--- config.mk ---
export PLATFORM = sky130hd
export DESIGN_NAME = seq_divider_flat
export DESIGN_NICKNAME = d
export VERILOG_FILES = /design/src/rtl/seq_divider_if.sv /design/src/rtl/seq_divider.sv /design/src/flat_wrapper.sv
export SDC_FILE = /design/constraint.sdc
export NUM_CORES = 1
export LEC_CHECK = 0
export BUFFER_PORTS_ARGS = -buffer_cell sky130_fd_sc_hd__buf_2
export CAP_MARGIN = 20
export CORE_UTILIZATION = 50
export DETAILED_ROUTE_END_ITERATION = 10
export PLACE_DENSITY = 0.75
export SETUP_SLACK_MARGIN = 0.1
export SLEW_MARGIN = 20
export SYNTH_ARGS = -nofsm -noshare
export SYNTH_HDL_FRONTEND = slang
export SYNTH_SLANG_ARGS = --single-unit
--- constraint.sdc ---
create_clock -name clk -period 2.3 [get_ports clk]
set_clock_uncertainty 0.2 [all_clocks]
set_input_delay 0.575 -clock clk [delete_from_list [all_inputs] [get_ports clk]]
set_output_delay 0.575 -clock clk [all_outputs]
set_load 0.02 [all_outputs]
--- src/rtl/seq_divider_if.sv ---
// Handshake and data bundle for the iterative restoring divider.
// The master drives a request (start plus operands); the slave reports
// progress (busy/done) and the registered results.
interface seq_divider_if #(
    parameter int N = 8
) ();

    logic         start;
    logic [N-1:0] dividend;
    logic [N-1:0] divisor;
    logic         busy;
    logic         done;
    logic [N-1:0] quotient;
    logic [N-1:0] remainder;
    logic         div_by_zero;

    modport master (
        output start,
        output dividend,
        output divisor,
        input  busy,
        input  done,
        input  quotient,
        input  remainder,
        input  div_by_zero
    );

    modport slave (
        input  start,
        input  dividend,
        input  divisor,
        output busy,
        output done,
        output quotient,
        output remainder,
        output div_by_zero
    );

endinterface

--- src/rtl/seq_divider.sv ---
// Iterative unsigned restoring divider.
// One quotient bit is resolved per clock, MSB first, so a normal division
// takes N iteration edges after the accepting edge and done pulses N+1
// cycles after start was sampled. A zero divisor short-circuits straight
// to the result with quotient all ones, remainder = dividend and the
// div_by_zero flag set. Results are held until the next result or reset.
module seq_divider #(
    parameter int N = 8
) (
    input  logic         clk,
    input  logic         rst,
    seq_divider_if.slave bus
);

    // Counter wide enough to hold N-1 with headroom.
    localparam int CW = $clog2(N) + 1;

    typedef enum logic [1:0] {
        IDLE = 2'd0,
        RUN  = 2'd1,
        DONE = 2'd2
    } state_t;

    state_t        state_q, state_d;
    logic [CW-1:0] count_q, count_d;
    logic [N-1:0]  divisor_q, divisor_d;
    logic [N-1:0]  quoWork_q, quoWork_d;
    logic [N:0]    remWork_q, remWork_d;
    logic [N-1:0]  quotient_q, quotient_d;
    logic [N-1:0]  remainder_q, remainder_d;
    logic          divByZero_q, divByZero_d;

    logic [N:0]    remShifted;
    logic [N:0]    remDiff;
    logic          remGe;
    logic [N-1:0]  quoShifted;
    logic          lastIter;

    // One restoring step: shift the next dividend bit into the partial
    // remainder, trial-subtract the divisor, and record the quotient bit.
    always_comb begin
        remShifted = {remWork_q[N-1:0], quoWork_q[N-1]};
        remGe      = (remShifted >= {1'b0, divisor_q});
        remDiff    = remShifted - {1'b0, divisor_q};
        quoShifted = {quoWork_q[N-2:0], remGe};
        lastIter   = (count_q == CW'(N - 1));
    end

    // Next-state logic: request acceptance, iteration and result capture.
    always_comb begin
        state_d     = state_q;
        count_d     = count_q;
        divisor_d   = divisor_q;
        quoWork_d   = quoWork_q;
        remWork_d   = remWork_q;
        quotient_d  = quotient_q;
        remainder_d = remainder_q;
        divByZero_d = divByZero_q;

        case (state_q)
            IDLE, DONE: begin
                state_d = IDLE;
                if (bus.start) begin
                    if (bus.divisor == '0) begin
                        state_d     = DONE;
                        quotient_d  = '1;
                        remainder_d = bus.dividend;
                        divByZero_d = 1'b1;
                    end else begin
                        state_d   = RUN;
                        divisor_d = bus.divisor;
                        quoWork_d = bus.dividend;
                        remWork_d = '0;
                        count_d   = '0;
                    end
                end
            end

            RUN: begin
                quoWork_d = quoShifted;
                remWork_d = remGe ? remDiff : remShifted;
                count_d   = count_q + CW'(1);
                if (lastIter) begin
                    state_d     = DONE;
                    quotient_d  = quoShifted;
                    remainder_d = remGe ? remDiff[N-1:0] : remShifted[N-1:0];
                    divByZero_d = 1'b0;
                end
            end

            default: begin
                state_d = IDLE;
            end
        endcase
    end

    // State and datapath registers; reset abandons any division in flight.
    always_ff @(posedge clk) begin
        if (rst) begin
            state_q     <= IDLE;
            count_q     <= '0;
            divisor_q   <= '0;
            quoWork_q   <= '0;
            remWork_q   <= '0;
            quotient_q  <= '0;
            remainder_q <= '0;
            divByZero_q <= 1'b0;
        end else begin
            state_q     <= state_d;
            count_q     <= count_d;
            divisor_q   <= divisor_d;
            quoWork_q   <= quoWork_d;
            remWork_q   <= remWork_d;
            quotient_q  <= quotient_d;
            remainder_q <= remainder_d;
            divByZero_q <= divByZero_d;
        end
    end

    assign bus.busy        = (state_q == RUN);
    assign bus.done        = (state_q == DONE);
    assign bus.quotient    = quotient_q;
    assign bus.remainder   = remainder_q;
    assign bus.div_by_zero = divByZero_q;

endmodule

--- src/flat_wrapper.sv ---
// flat-port wrapper written by rule: the top's interface ports become plain ports
module seq_divider_flat 
#(
    parameter int N = 8
)
  (clk, rst, bus_start, bus_dividend, bus_divisor, bus_busy, bus_done, bus_quotient, bus_remainder, bus_div_by_zero);
  seq_divider_if #(.N(N)) bus_i ();
  input  logic clk;
  input  logic rst;
  input wire logic [$bits(bus_i.start)-1:0] bus_start;
  input wire logic [$bits(bus_i.dividend)-1:0] bus_dividend;
  input wire logic [$bits(bus_i.divisor)-1:0] bus_divisor;
  output wire logic [$bits(bus_i.busy)-1:0] bus_busy;
  output wire logic [$bits(bus_i.done)-1:0] bus_done;
  output wire logic [$bits(bus_i.quotient)-1:0] bus_quotient;
  output wire logic [$bits(bus_i.remainder)-1:0] bus_remainder;
  output wire logic [$bits(bus_i.div_by_zero)-1:0] bus_div_by_zero;
  assign bus_i.start = bus_start;
  assign bus_i.dividend = bus_dividend;
  assign bus_i.divisor = bus_divisor;
  assign bus_busy = bus_i.busy;
  assign bus_done = bus_i.done;
  assign bus_quotient = bus_i.quotient;
  assign bus_remainder = bus_i.remainder;
  assign bus_div_by_zero = bus_i.div_by_zero;
  seq_divider #(.N(N)) u_core (.clk(clk), .rst(rst), .bus(bus_i));
endmodule
==> results.md <==
- The maximum cell stage delay along the critical path is 370 ps.
- The internal portion of the total power is 0.001559 W.
- Global routing consumed, on the met1 layer, 34.83% of the routing resources.
- In the final layout, the share of cells above drive strength 1 is between 30% and 40%.
- The combinational share of power is 38.2%.
- The number of endpoints with negative hold slack in the final report is 0.
- At the pin with the least slew margin, the transition time is between 400 and 500 ps.
- 0 antenna diodes ended up in the layout.
- The ratio of total power to cell area is ~750 nW/um^2.
- At the worst endpoint, the required time is roughly 2300 ps.
- The worst min-delay path class is flop to flop.
- The routed design could run at a clock period as short as approximately 2300 ps.
- The gate count after technology mapping is about 280.
- The capturing element type of the critical path is a flop.
- The flop and latch count out of synthesis is 47.
- Counting cells, the worst reg-to-reg path comes to 8.
- Setup slack on the critical path of the routed design comes to ~1.8 ps.
- The most instantiated flip-flop cell in the synthesis netlist is sky130_fd_sc_hd__dfxtp_1.
- The post-placement setup slack is -183.2 ps.
- In the synthesized netlist the async set-or-reset flop fraction comes to 0%.
- The worst slew margin relative to its limit is 69.94%.
- The critical path in this run is classified as flop to flop.
- The proportion of total power due to net switching is 33.21%.
- The global-route wire length before repair is 10,130 microns.
- At the later pin of the worst-skew pair, clock insertion delay measures 310 ps.
- For this design the total switching power over the nets is roughly 0.00078 W.
- In the final layout, the multi-input gates occupy 1411 sq um.
- The pin count of the biggest net entering global routing is 21.
- The final design area excluding fillers is 3094 sq um.
- The end point of the most critical hold path is u_core.divisor_q[7].
- The detailed router finished its first iteration with between 200 and 300 violations.
- The die area is 4867 sq um.
- The sequential share of power is between 30% and 40%.
- The proportion of netlist area held by the largest area contributor is between 40% and 50%.
- Summing over every cut layer, the via total after detailed routing is between 2,000 and 2,500.
- The clock tree synthesis step divided the H-tree into 2 levels.
- After synthesis, the mean cell area works out to about 8.1 sq um.
- The share of the core filled with cells in the final layout is 70.58%.
- After global routing the overflow that remains totals 0.
- Before antenna repair, the detailed router went through 6 iterations.
- The final routed DRC violation total is 0.
- The cell with the largest stage delay on the worst path is sky130_fd_sc_hd__dfxtp_4.
- For this run, the number of Yosys warnings is 0.
- Summing all flip-flop and latch instances after layout gives 958.4 sq um.
- Once detailed placement completed, the half-perimeter wirelength came to 4304 microns.
- The instance area at placement is 2711 sq um.
- In this run the static leakage power is between 1 and 1.5 nW.
- The final cycle utilization of the critical path is ~100%.
- The via count of the first global-routing pass is 2,126.
- The number of buffers on the longest clock path is 2.
- The sequential area share after synthesis is around two fifths.
- The worst register-to-register path ends at u_core.bus.remainder[4].
- The number of pins exceeding their max-slew limit in the final report was 0.
- Data on the critical path arrives at its endpoint at roughly 2300 ps.
- The clock network is responsible for 23.3% of the overall power.
- The run finished with clean final reports.
- The worst register-to-register path begins at u_core.remWork_q[3].
- The critical path goes through ha_4 > and3_4 > and3_4 > a221oi_4 > buf_6 > mux2i_4 > o21ai_1 > a22o_1.
- The number of cells on the worst hold path is 2.
- The number of antenna violations at the first check in global routing is 0.
- After detailed routing, the number of vias per cell comes to between 5 and 6.
- TritonCTS created 5 clock buffers.
- The filler cells instantiated in the layout total 315.
- CTS saw 47 sinks.
- The cell with the most instances on the worst path is sky130_fd_sc_hd__and3_4.
- The layer with the highest usage after global routing is met2.
- The worst register-to-register path has a setup slack of 2 ps.
- The synthesized design contains 0 enable-type register cells.
- The maximum vdd drop is 0.3694 mV.
- The routed wire length per instance is 16.57 microns.
- The top fanout value on the critical path is 3.
- Global routing consumed, over all layers together, about a quarter of the routing resources.
- After synthesis the cells add up to 2296 sq um.
- Port buffering added 37 buffers.
- Compared with the post-synthesis result, the final layout area differs by 34.77%.
- Setup repair after global routing could not meet its margin everywhere.
- The type of element launching the critical path is a flop.
- The total area inside the core boundary comes to 4384 sq um.
- The met2 track demand over resource in global routing is 42.09%.
- The initial core utilization is 52.37%.
- The remaining antenna violation count is 0.
- In this run the count of I/O pins placed on the die edge is 38.
- Ranked by total cell area, the synthesized netlist is headed by sky130_fd_sc_hd__dfxtp_1 41%, sky130_fd_sc_hd__nand2_1 9.0%, sky130_fd_sc_hd__a21oi_1 6.3%, sky130_fd_sc_hd__ha_1 4.9%, sky130_fd_sc_hd__nor2_1 4.1%.
- Across all hold checks on the routed design, the worst slack comes to 256.3 ps.
- The source of the worst hold timing path is u_core.divisor_q[7].
- The biggest area contributor in the post-synthesis netlist is sky130_fd_sc_hd__dfxtp_1.
- The final weighted congestion of routability-driven global placement is around 0.86.
- Setup violations remaining at the end of the flow were counted as 0.
- The final wirelength is between 6000 and 7000 microns.
- The number of nets at the end of the flow is 381.
- The setup total negative slack is 0 ps.
- The synthesized netlist contains 45 unique library cells.
- The die height is between 60 and 70 microns.
- The clock transition at the registers of the reported paths is approximately 90 ps.
- TritonCTS built the clock tree.
- Counting every net in the synthesized netlist gives 311.
- CTS placed an instance of sky130_fd_sc_hd__clkbuf_8 at the clock tree root.
- The floorplan has 24 rows.
- Max-cap violations in this run came to 0.
- The highest attainable clock frequency is 435.1 MHz.
- The die is around 70 microns wide.
- The global-route met3 utilization is 5.669%.
==> registers in the layout, summed over array words and instances, names as in the netlist <==
signal,cells
u_core.quoWork_q,8
u_core.bus.remainder,8
u_core.count_q,4
u_core.divisor_q,8
u_core.state_q,2
u_core.remWork_q,8
u_core.bus.div_by_zero,1
u_core.bus.quotient,8
==> power by group through the flow <==
stage | sequential (W) | clock, W | combinational [W]
after global placement | 0.000907 | 0 | 0.000554
after floorplan | 0.000900 | 0 | 0.000419
final | 0.000899 | 0.000544 | 0.000891
after global routing | 0.000902 | 0.000577 | 0.000946
after CTS | 0.000894 | 0.000549 | 0.000682
after detailed placement | 0.000909 | 0 | 0.000562
==> what timing repair did <==
action | in CTS | in global routing
resized for setup | 31 | 24
setup endpoints to repair | 16 | 17
hold buffers | 0 | 0
pin swaps | 9 | 18
buffers inserted | 6 | 9
==> stage by stage <==
step,instances,power [W]
after floorplan,282,0.001319
after global placement,382,0.001461
after detailed placement,382,0.001471
after CTS,396,0.002125
after global routing,405,0.002426
final,405,0.002334
==> how the worst max path moves through the flow <==
stage,start,to,slack [ps],cells past startpoint
after CTS,u_core.divisor_q[4],u_core.bus.remainder[0],70,9
final,u_core.remWork_q[3],u_core.bus.remainder[4],2,8
after global placement,u_core.divisor_q[2],u_core.remWork_q[5],-80,9
after detailed placement,u_core.quoWork_q[7],u_core.remWork_q[5],-180,9
after global routing,u_core.divisor_q[5],u_core.bus.remainder[4],-30,9
after floorplan,u_core.remWork_q[4],u_core.bus.remainder[3],130,7
==> layer usage <==
metal  share of wire, %  up-vias
met3                8.0       24
met4                3.5        0
met5                  0        -
li1                   -     1131
met2                 49      124
met1                 40     1089
==> cell usage in the layout, fill, tap and decap left out, drive strengths merged, types with 4 or more instances in the layout <==
cell,count
nor2,25
nor3,7
a311oi,9
and3,4
ha,9
nand2,55
dfxtp,47
o21ai,16
clkbuf,6
a211oi,6
o221a,5
inv,13
buf,78
a21oi,29
==> cell usage after synthesis, types with 3 or more instances <==
master and number:
sky130_fd_sc_hd__a21oi_1 29, sky130_fd_sc_hd__nor2_1 25, sky130_fd_sc_hd__clkbuf_1 10, sky130_fd_sc_hd__buf_2 3, sky130_fd_sc_hd__ha_1 9, sky130_fd_sc_hd__nor3_1 7, sky130_fd_sc_hd__inv_1 12, sky130_fd_sc_hd__o221a_2 5
sky130_fd_sc_hd__a31oi_1 3, sky130_fd_sc_hd__a311oi_1 9, sky130_fd_sc_hd__nand3b_1 3, sky130_fd_sc_hd__o21ai_0 15, sky130_fd_sc_hd__nand2_1 55, sky130_fd_sc_hd__a211oi_1 5, sky130_fd_sc_hd__dfxtp_1 47, sky130_fd_sc_hd__o21a_1 3
sky130_fd_sc_hd__nand2b_1 3, sky130_fd_sc_hd__nor2b_1 3
==> cell type report <==
class                      count  share of cell area (%)
multi-input combinational    207                   45.61
sequential                    47                   30.97
timing repair buffer          78                   16.54
clock buffer                   6                   2.669
tap                           52                   2.103
inverter                      13                   1.577
clock inverter                 2                  0.5257
==> kinds of logic after synthesis <==
| family | after synthesis | share of synthesized area [%] |
|---|---|---|
| buffers and inverters | 28 | 5.068 |
| flip-flops | 47 | 40.98 |
| XOR/XNOR | 3 | 1.145 |
| AND/OR/NAND/NOR | 112 | 22.34 |
| AO/OA/AOI/OAI | 80 | 23.81 |
| adder cells (fa/ha/maj) | 10 | 5.777 |
| multiplexers | 2 | 0.8720 |
==> critical path, delay by kind of cell, from the launching register on <==
kind	cells	cell delay (ps)
AO/OA/AOI/OAI	3	610
flip-flops	1	370
buffers and inverters	1	180
AND/OR/NAND/NOR	2	350
multiplexers	1	240
adder cells (fa/ha/maj)	1	240
Power figures use the tool's default switching activity.
